--- src/rtl/best_arr_readout_ctrl_pkg.sv ---
// Shared constants and types for the best-array readout controller.
// Values here are the default-geometry figures.
package best_arr_readout_ctrl_pkg;

  localparam int ROW_SIZE_DEF = 26;
  localparam int COL_SIZE_DEF = 19;
  localparam int BLOCKING_DEF = 4;

  function automatic int calc_xb(input int row, input int blk);
    return ((row / 2) + blk - 1) / blk;
  endfunction

  localparam int XB = calc_xb(ROW_SIZE_DEF, BLOCKING_DEF);
  localparam int BANK_ADDRW =
    $clog2(COL_SIZE_DEF * ROW_SIZE_DEF / 2);
  localparam int TOTAL_WORDS = COL_SIZE_DEF * ROW_SIZE_DEF;

  typedef enum logic [1:0] {
    ST_IDLE,
    ST_RUN,
    ST_DRAIN
  } state_e;

endpackage

--- src/rtl/best_arr_readout_ctrl_skid.sv ---
// Two-entry in-order output buffer.
// Entry 0 is always the head; push and pop may coincide.
module readout_skid_buf #(
  parameter int W = 20
) (
  input  logic         clk,
  input  logic         rst_n,
  input  logic         push,
  input  logic [W-1:0] push_data,
  input  logic         pop,
  output logic [W-1:0] head,
  output logic [1:0]   occ
);

  logic [W-1:0] e0_q, e0_d;
  logic [W-1:0] e1_q, e1_d;
  logic [1:0]   cnt_q, cnt_d;

  // next entries and occupancy for push/pop combinations
  always_comb begin
    e0_d  = e0_q;
    e1_d  = e1_q;
    cnt_d = cnt_q;
    case ({push, pop})
      2'b10: begin
        if (cnt_q == 2'd0) e0_d = push_data;
        else               e1_d = push_data;
        cnt_d = cnt_q + 2'd1;
      end
      2'b01: begin
        e0_d  = e1_q;
        cnt_d = cnt_q - 2'd1;
      end
      2'b11: begin
        if (cnt_q == 2'd2) begin
          e0_d = e1_q;
          e1_d = push_data;
        end else begin
          e0_d = push_data;
        end
      end
      default: ;
    endcase
  end

  // buffer state registers
  always_ff @(posedge clk or negedge rst_n) begin
    if (!rst_n) begin
      e0_q  <= '0;
      e1_q  <= '0;
      cnt_q <= '0;
    end else begin
      e0_q  <= e0_d;
      e1_q  <= e1_d;
      cnt_q <= cnt_d;
    end
  end

  assign head = e0_q;
  assign occ  = cnt_q;

endmodule

--- src/rtl/best_arr_readout_ctrl.sv ---
// Streams the two-bank best array into the out FIFO,
// block-column order, tagging each word with its query index.
module best_arr_readout_ctrl #(
  parameter int DATA_WIDTH = 11,
  parameter int IDX_WIDTH  = 9,
  parameter int ROW_SIZE   = 26,
  parameter int COL_SIZE   = 19,
  parameter int BLOCKING   = 4,
  parameter int BANK_ADDRW =
    $clog2(COL_SIZE * ROW_SIZE / 2)
) (
  input  logic                  clk,
  input  logic                  rst_n,
  input  logic                  send_best_arr,
  output logic                  rd_en,
  output logic                  rd_bank,
  output logic [BANK_ADDRW-1:0] rd_addr,
  input  logic [IDX_WIDTH-1:0]  rd_data,
  output logic                  out_fifo_wenq,
  output logic [DATA_WIDTH-1:0] out_fifo_wdata,
  input  logic                  out_fifo_wfull_n,
  output logic [IDX_WIDTH-1:0]  out_qidx,
  output logic                  busy,
  output logic                  done
);

  import best_arr_readout_ctrl_pkg::*;

  localparam int HALF = ROW_SIZE / 2;
  localparam int XBN  = calc_xb(ROW_SIZE, BLOCKING);
  localparam int XW   = $clog2(XBN + 1);
  localparam int YW   = $clog2(COL_SIZE + 1);
  localparam int IW   = $clog2(BLOCKING + 1);
  localparam int BW   = DATA_WIDTH + IDX_WIDTH;

  state_e              state_q, state_d;
  logic                px_q, px_d;
  logic [XW-1:0]       x_q, x_d;
  logic [YW-1:0]       y_q, y_d;
  logic [IW-1:0]       xi_q, xi_d;
  logic                pvld_q, pvld_d;
  logic [IDX_WIDTH-1:0] pidx_q, pidx_d;

  logic [31:0]          col;
  logic [IDX_WIDTH-1:0] qidx_now;
  logic                 xi_end;
  logic                 last_iter;
  logic                 pop;
  logic [2:0]           room;
  logic [BW-1:0]        head;
  logic [1:0]           occ;

  assign col = 32'(x_q) * 32'(BLOCKING) + 32'(xi_q);
  assign rd_addr = BANK_ADDRW'(
    32'(y_q) * 32'(HALF) + col);
  assign qidx_now = IDX_WIDTH'(
    32'(px_q) * 32'(HALF) +
    32'(y_q) * 32'(ROW_SIZE) + col);
  assign rd_bank = px_q;

  // trailing out-of-row columns are skipped by ending the block early
  assign xi_end = (xi_q == IW'(BLOCKING - 1)) ||
                  (col + 32'd1 >= 32'(HALF));
  assign last_iter = px_q && xi_end &&
                     (y_q == YW'(COL_SIZE - 1)) &&
                     (x_q == XW'(XBN - 1));

  // a read may issue only if buffer plus flight stays below two
  assign pop  = (occ != 2'd0) && out_fifo_wfull_n;
  assign room = {1'b0, occ} - {2'b0, pop} + {2'b0, pvld_q};
  assign rd_en = (state_q == ST_RUN) && (room < 3'd2);

  assign out_fifo_wenq  = pop;
  assign out_fifo_wdata = head[IDX_WIDTH +: DATA_WIDTH];
  assign out_qidx       = head[IDX_WIDTH-1:0];
  assign busy = (state_q != ST_IDLE);
  assign done = (state_q == ST_DRAIN) && pop &&
                (occ == 2'd1) && !pvld_q;

  readout_skid_buf #(
    .W(BW)
  ) u_buf (
    .clk       (clk),
    .rst_n     (rst_n),
    .push      (pvld_q),
    .push_data ({DATA_WIDTH'(rd_data), pidx_q}),
    .pop       (pop),
    .head      (head),
    .occ       (occ)
  );

  // sequencing FSM, loop counters and read-return pipeline
  always_comb begin
    state_d = state_q;
    px_d    = px_q;
    x_d     = x_q;
    y_d     = y_q;
    xi_d    = xi_q;
    pvld_d  = rd_en;
    pidx_d  = rd_en ? qidx_now : pidx_q;
    unique case (state_q)
      ST_IDLE: begin
        if (send_best_arr) state_d = ST_RUN;
      end
      ST_RUN: begin
        if (rd_en) begin
          if (last_iter) begin
            state_d = ST_DRAIN;
            px_d = 1'b0;
            x_d  = '0;
            y_d  = '0;
            xi_d = '0;
          end else if (!xi_end) begin
            xi_d = xi_q + 1'b1;
          end else begin
            xi_d = '0;
            if (y_q != YW'(COL_SIZE - 1)) begin
              y_d = y_q + 1'b1;
            end else begin
              y_d = '0;
              if (x_q != XW'(XBN - 1)) begin
                x_d = x_q + 1'b1;
              end else begin
                x_d  = '0;
                px_d = 1'b1;
              end
            end
          end
        end
      end
      ST_DRAIN: begin
        if (done) state_d = ST_IDLE;
      end
      default: state_d = ST_IDLE;
    endcase
  end

  // controller registers
  always_ff @(posedge clk or negedge rst_n) begin
    if (!rst_n) begin
      state_q <= ST_IDLE;
      px_q    <= 1'b0;
      x_q     <= '0;
      y_q     <= '0;
      xi_q    <= '0;
      pvld_q  <= 1'b0;
      pidx_q  <= '0;
    end else begin
      state_q <= state_d;
      px_q    <= px_d;
      x_q     <= x_d;
      y_q     <= y_d;
      xi_q    <= xi_d;
      pvld_q  <= pvld_d;
      pidx_q  <= pidx_d;
    end
  end

endmodule

--- config.mk ---
export PLATFORM = sky130hd
export DESIGN_NAME = best_arr_readout_ctrl
export DESIGN_NICKNAME = d
export VERILOG_FILES = /design/src/rtl/best_arr_readout_ctrl_pkg.sv /design/src/rtl/best_arr_readout_ctrl_skid.sv /design/src/rtl/best_arr_readout_ctrl.sv
export SDC_FILE = /design/constraint.sdc
export NUM_CORES = 1
export LEC_CHECK = 0
export ABC_AREA = 1
export BUFFER_PORTS_ARGS = -buffer_cell sky130_fd_sc_hd__buf_2
export CAP_MARGIN = 5
export CORE_ASPECT_RATIO = 1.1
export CORE_UTILIZATION = 64
export CTS_CLUSTER_DIAMETER = 200
export CTS_CLUSTER_SIZE = 14
export DETAILED_ROUTE_END_ITERATION = 8
export HOLD_SLACK_MARGIN = 0.15
export PLACE_DENSITY = 0.87
export SYNTH_ARGS = -nofsm -noshare
export SYNTH_HDL_FRONTEND = slang
export SYNTH_SLANG_ARGS = --single-unit
--- constraint.sdc ---
create_clock -name clk -period 7.25 [get_ports clk]
set_input_delay 0.725 -clock clk [delete_from_list [all_inputs] [get_ports clk]]
set_output_delay 0.725 -clock clk [all_outputs]
set_load 0.01 [all_outputs]
* Word level (Yosys, flattened, before mapping)
Index checks and enable logic that the tools add are counted.
** Word-level totals
- Memories kept :: 0
- Bits of input ports :: 13
- Bits in read-only memories :: 0
- Word-level logic and storage cells :: 98
- Latch bits :: 0
- Output and inout port bits :: 33
- Memory bits (writable) :: 0
- Flip-flop bits (word level) :: 66
** Operators by class
- $lt $le $gt $ge :: 2
- Reductions and logical operators :: 25
- Multipliers :: 3
- Bitwise logic cells :: 0
- $add $sub $neg :: 12
- Divide/modulo/power cells :: 0
- Mux-type cells :: 25
- Shift-type cells :: 0
- Eq/ne operators :: 21
** Operators by type and width (count)
- $mux 20 :: 4
- $pmux 20 s3 :: 1
- $pmux 20 s2 :: 1
- $mux 3 :: 6
- $mul 5x4->8 const B :: 2
- $mux 5 :: 3
- $ne 2x2->1 const B :: 7
- $reduce_bool 2->1 :: 5
- $add 5x9->9 :: 1
- $add 9x6->9 :: 1
- $add 8x6->8 :: 1
- $eq 2x2->1 const B :: 4
- $logic_and 1x1->1 :: 8
- $mux 2 :: 4
- $reduce_and 4->1 :: 2
- $add 6x1->7 const B :: 1
- $ge 7x4->1 const B :: 1
- $add 3x1->3 const B :: 2
- $add 5x3->6 :: 1
- $eq 2x1->1 const B :: 3
- $eq 3x2->1 const B :: 2
- $pmux 2 s3 :: 1
- $reduce_and 3->1 :: 2
- $add 5x1->5 const B :: 1
- other kinds (18) :: 24

* Logic depth before layout (Yosys ltp)
- Depth after elaboration :: 10
- Gate-level depth with buffers :: 20
- Mapped depth without buffers :: 20

* By module
A second synthesis with hierarchy kept.
** Second synthesis, totals
- Cells, all modules :: 563
- Area, all modules :: 4466.8 µm²
** Modules (own cells, without submodules)
- best_arr_readout_ctrl :: seq. area each 600.6 µm², cells an instance 299, times used 1, area an instance 2457.4 µm²
- readout_skid_buf :: seq. area each 1051.0 µm², cells an instance 264, times used 1, area an instance 2009.4 µm²

* Worst setup path before layout
OpenSTA, ideal clock, no wires.
- Kind :: register -> output
- Start :: register y_q[1]
- End :: output rd_addr[7]
- Required time :: 6.525 ns
- Path slack :: 3.707 ns
- Arrival time :: 2.818 ns
- Cell stages (with the launch flop) :: 13
- Path buffers :: 0
- Cell sequence :: dfrtp_1 -> ha_1 -> inv_1 -> fa_1 -> fa_1 -> inv_1 -> ha_1 -> nand3_1 -> nand3_1 -> nand2_1 -> nand2_1 -> a21oi_1 -> xor2_1
** Between the ends
- Word-level cells in the longest chain between the ends :: 2
** Ends and longest elaborated chain
- start: declaration :: RTL line best_arr_readout_ctrl.sv:39 : logic [YW-1:0] y_q, y_d;
- start signal: assignment :: RTL line best_arr_readout_ctrl.sv:152 : y_q <= y_d;
- $mul 5x4->8 :: RTL line best_arr_readout_ctrl.sv:55 : 32'(y_q) * 32'(HALF) + col);
- $add 8x6->8 :: RTL line best_arr_readout_ctrl.sv:55
- end: declaration :: RTL line best_arr_readout_ctrl.sv:17 : output logic [BANK_ADDRW-1:0] rd_addr,
No other way between the ends.

* Final worst setup path
- Start :: register u_buf.cnt_q[1], in the netlist u_buf.occ[1]
- End :: output rd_en
** Between the ends
- Word-level cells in the longest chain between the ends :: 6
** Ends and longest elaborated chain
- start: declaration :: RTL line best_arr_readout_ctrl_skid.sv:17 : logic [1:0] cnt_q, cnt_d;
- start signal: assignment :: RTL line best_arr_readout_ctrl_skid.sv:55 : cnt_q <= cnt_d;
- $reduce_bool 2->1 :: RTL line best_arr_readout_ctrl.sv:69 : assign pop = (occ != 2'd0) && out_fifo_wfull_n;
- $logic_and 1x1->1 :: RTL line best_arr_readout_ctrl.sv:69
- $sub 2x1->3 (*) :: RTL line best_arr_readout_ctrl.sv:70 : assign room = {1'b0, occ} - {2'b0, pop} + {2'b0, pvld_q};
- $add 3x1->3 (*) :: RTL line best_arr_readout_ctrl.sv:70
- $lt 3x2->1 (*) :: RTL line best_arr_readout_ctrl.sv:71 : assign rd_en = (state_q == ST_RUN) && (room < 3'd2);
- $logic_and 1x1->1 (*) :: RTL line best_arr_readout_ctrl.sv:71
- end: declaration :: RTL line best_arr_readout_ctrl.sv:15 : output logic rd_en,
Mark *: on every way between the ends. The rest lies on a longest branch, timed or not.

==> Implementation_results.wiki <==
{| class="wikitable"
! Metric !! Value
|-
| Result of the run || finished, final reports clean
|-
| Total wire length || 8.31 mm
|-
| Initial antenna violation count || 0
|-
| Per-cell routed wire length || 13.9 µm
|-
| Post-synth top area share || 37.7%
|-
| Final hold slack || 0.493 ns
|-
| Pin count of the biggest net entering global routing || 63
|-
| Most common library cell in the layout ignoring fill and taps || sky130_fd_sc_hd__nand2_1
|-
| Worst-Skew Late Latency || between 0.3 and 0.4 ns
|-
| Mux contribution to synthesized area || roughly 5%
|-
| Slack of the worst reg-to-reg path || 3.74 ns
|-
| Final Wtd Congestion || 0.903
|-
| Dpl hpwl || 6.01 mm
|-
| CTS sink count || 62
|-
| Measured slew at the worst slew-check pin || 1.02 ns
|-
| # hold bufs at CTS || 0
|-
| Max-Cap Viols || 0
|-
| Critical Path Sink Type || output pin
|-
| H-Tree Level Count || 3
|-
| #FFs+latches synth || 62
|-
| Fraction of final layout cells with drive strength greater than 1 || 18.1%
|-
| First drt pass iteration count || 6
|-
| Flip-flop cell with the highest count after synthesis || sky130_fd_sc_hd__dfrtp_1
|-
| Max-slew headroom at the worst pin || about a third
|-
| Number of nets in the finished design || roughly 580
|-
| Setup Buffers After CTS || 0
|-
| Fmax achieved || 0.239 GHz
|-
| Mapped Area || 4110 µm²
|-
| IO Count || 46
|-
| Largest family of logic cells by synthesized area || adder cells
|-
| Clock buffer depth || 2
|-
| CTS Buf Count || 9
|-
| Total count of max-transition violations in the final report || 0
|-
| Critical path peak fanout || 29
|-
| Initial Utilization || 66.4%
|-
| Hold violation total from the final report || 0
|-
| Path depth of the worst reg2reg path || 17
|-
| Post-synthesis sequential area ratio || between 30% and 40%
|-
| Area enclosed by the die boundary || 6750 µm²
|-
| Multi-input combinational cell area || 2150 µm²
|-
| Overall routing resource usage || 27.3%
|-
| Synthesized-area fraction occupied by ao, oa, aoi and oai cells || 9.01%
|-
| Leading cell types in the layout, fill and taps excluded || sky130_fd_sc_hd__nand2_1 (95), sky130_fd_sc_hd__inv_1 (87), sky130_fd_sc_hd__dfrtp_1 (62)
|-
| Placeable Area || between 6000 and 7000 µm²
|-
| Number of synthesis warnings || 0
|-
| Count of cells resized by post-cts repair || 0
|-
| Minimum period implied by the final worst setup slack || 4.18 ns
|-
| Syn Inst Count || 470
|-
| Average vias per placed instance || 5.41
|-
| Die H || 86.1 µm
|-
| Worst hold endpoint || u_buf.e1_q[14]$_DFFE_PN0P_
|-
| Post-synthesis share of cell area spent on and, or, nand and nor gates || 15.6%
|-
| Port Buffer Count || 43
|-
| Post-route DRC violation count || 0
|-
| Worst Clk Skew || between 0.008 and 0.009 ns
|-
| Worst setup path category || reg2out
|-
| Arrival time worst endpoint || 3.46 ns
|-
| Fraction of synthesized cell area in xor and xnor cells || 3.62%
|-
| Count of flip-flops with a built-in enable after synthesis || 0
|-
| Storage cell area || roughly 1600 µm²
|-
| Routed vias || 3,243
|-
| Worst reg2reg startpoint || y_q[0]$_DFFE_PN0P_
|-
| Area overhead of the layout relative to synthesis || 11.5%
|-
| Cell leakage power || 0.00254 µW
|-
| Overall die width || 78.4 µm
|-
| Startpoint kind of the worst setup timing path || flip-flop
|-
| Pre-CTS worst setup slack || around 3.4 ns
|-
| Final worst setup slack || 3.07 ns
|-
| Fraction of the cycle the final worst path needs || about 58%
|-
| WHS Path Cells || 2
|-
| Capture point of the worst reg-to-reg path || pidx_q[7]$_DFFE_PN0P_
|-
| Setup violation total in the final timing report || 0
|-
| Largest vdd supply drop || 0.000352 V
|-
| Number of nets with antenna violations after routing || 0
|-
| Setup TNS Final || 0 ns
|-
| Total global routing overflow || 0
|-
| Syn_area_per_cell || 8.75 µm²
|-
| Required arrival time at the worst endpoint || about 6.5 ns
|-
| Adder and majority cell fraction of the synthesized area || 18.9%
|-
| Worst min-delay path startpoint || u_buf.e1_q[14]$_DFFE_PN0P_
|-
| Netlist cell types || 31
|-
| Layout fillers || 442
|-
| Clock slew at the register clock pins of the worst setup and hold paths || 0.07 ns
|-
| Count of inserted antenna diode cells || 0
|-
| Root cell of the clock tree || sky130_fd_sc_hd__clkbuf_8
|-
| Count of standard-cell rows || 30
|-
| Leading cell types by total area after synthesis || sky130_fd_sc_hd__dfrtp_1 (38%), sky130_fd_sc_hd__ha_1 (14%), sky130_fd_sc_hd__nand2_1 (8.7%)
|-
| Number of global-route vias before repair || about 3,200
|-
| Total power density per cell area || 474 nW/µm²
|-
| Library cell with the largest summed area after synthesis || sky130_fd_sc_hd__dfrtp_1
|-
| First-pass GRT wire length || ~14 mm
|-
| Launch point of the worst path || u_buf.occ[1]$_DFFE_PN0P_
|-
| RSZ-0062 raised after global routing || false
|-
| Path type of the worst min-delay path || reg2reg
|-
| Detailed Route Iter0 Violations || about 170
|-
| Async set or reset register ratio after synthesis || 100%
|-
| CTS tree || yes
|}
-- flip-flops by register name, summed over array words and instances, names as in the netlist --
name	count
pidx_q	9
pvld_q	1
rd_bank	1
state_q	2
u_buf.e1_q	18
u_buf.head	18
u_buf.occ	2
x_q	3
xi_q	3
y_q	5
-- cell families (layout without fill, tap and decap cells) --
| family | Yosys count | after routing |
|---|---|---|
| and+or+nand+nor | 148 | 148 |
| buffers and inverters | 102 | 150 |
| AOI/OAI and AO/OA | 66 | 66 |
| DFF | 62 | 62 |
| adders and majority gates | 56 | 56 |
| muxes | 18 | 18 |
| xor gates and xnor gates | 17 | 17 |
| other | 1 | 2 |
-- critical path: stages (launching register included) --
cell	delay, ns
sky130_fd_sc_hd__dfrtp_1	0.44
sky130_fd_sc_hd__inv_2	0.08
sky130_fd_sc_hd__ha_1	0.23
sky130_fd_sc_hd__nor2_1	0.36
sky130_fd_sc_hd__ha_1	0.30
sky130_fd_sc_hd__or2_2	0.30
sky130_fd_sc_hd__fa_1	0.50
sky130_fd_sc_hd__nand2_1	0.06
sky130_fd_sc_hd__nor2_1	0.15
sky130_fd_sc_hd__nand2_1	0.20
sky130_fd_sc_hd__inv_4	0.29
sky130_fd_sc_hd__buf_2	0.19
-- layer usage --
layer | routed length [µm] | vias to the layer above | global-route usage (%)
met5 | 0 | - | 0
met4 | 266 | 0 | 16.3
li1 | - | 1599 | -
met3 | 250 | 26 | 5.53
met2 | 4210 | 69 | 47.3
met1 | 3580 | 1549 | 31.1
-- cells in the mapped netlist, types with 2 or more instances --
master and n:
sky130_fd_sc_hd__fa_1 10, sky130_fd_sc_hd__o22ai_1 20, sky130_fd_sc_hd__inv_1 87, sky130_fd_sc_hd__nor3_1 3
sky130_fd_sc_hd__nand2_1 95, sky130_fd_sc_hd__or2_2 4, sky130_fd_sc_hd__nand2_2 2, sky130_fd_sc_hd__nand3_1 16
sky130_fd_sc_hd__nand4_1 5, sky130_fd_sc_hd__o21ai_0 31, sky130_fd_sc_hd__ha_1 46, sky130_fd_sc_hd__buf_2 3
sky130_fd_sc_hd__nand3_2 5, sky130_fd_sc_hd__dfrtp_1 62, sky130_fd_sc_hd__clkbuf_1 3, sky130_fd_sc_hd__inv_2 2
sky130_fd_sc_hd__mux2_2 18, sky130_fd_sc_hd__xnor2_1 5, sky130_fd_sc_hd__xor2_1 12, sky130_fd_sc_hd__a21oi_1 10
sky130_fd_sc_hd__nor2_1 17, sky130_fd_sc_hd__buf_4 5
-- layout make-up --
cell class | count | area share (%)
well taps | 80 | 2.18
inverters | 90 | 7.43
clock inverters | 7 | 2.13
repair buffers | 44 | 4.86
flip-flops and latches | 62 | 33.9
clock buffers | 9 | 2.70
multi-input cells | 307 | 46.8
-- worst max path at each step --
stage	endpoint	slack (ns)	cells after the start
floorplan	rd_addr[7]	3.71	12
global placement	rd_en	3.54	11
detailed placement	rd_en	3.41	11
CTS	rd_addr[7]	3.03	13
global route	rd_en	2.89	11
finish	rd_en	3.07	11
-- report_power, final --
part           internal [µW]  switching (µW)  total, µW
combinational            495             750       1250
sequential               490            91.4        582
clock                    194             149        344
-- per-stage QoR --
| stage | std cells | cell area, µm² | power [µW] | util, % |
|---|---|---|---|---|
| floorplan | 471 | 4110 | 1500 | - |
| global placement | 583 | 4360 | 1740 | 70.4 |
| detailed placement | 583 | 4360 | 1810 | 70.4 |
| CTS | 599 | 4580 | 2170 | 74.0 |
| global route | 599 | 4580 | 2360 | 74.0 |
| finish | 599 | 4580 | 2170 | 74.0 |
No activity file was read; power rests on OpenSTA's default activity.
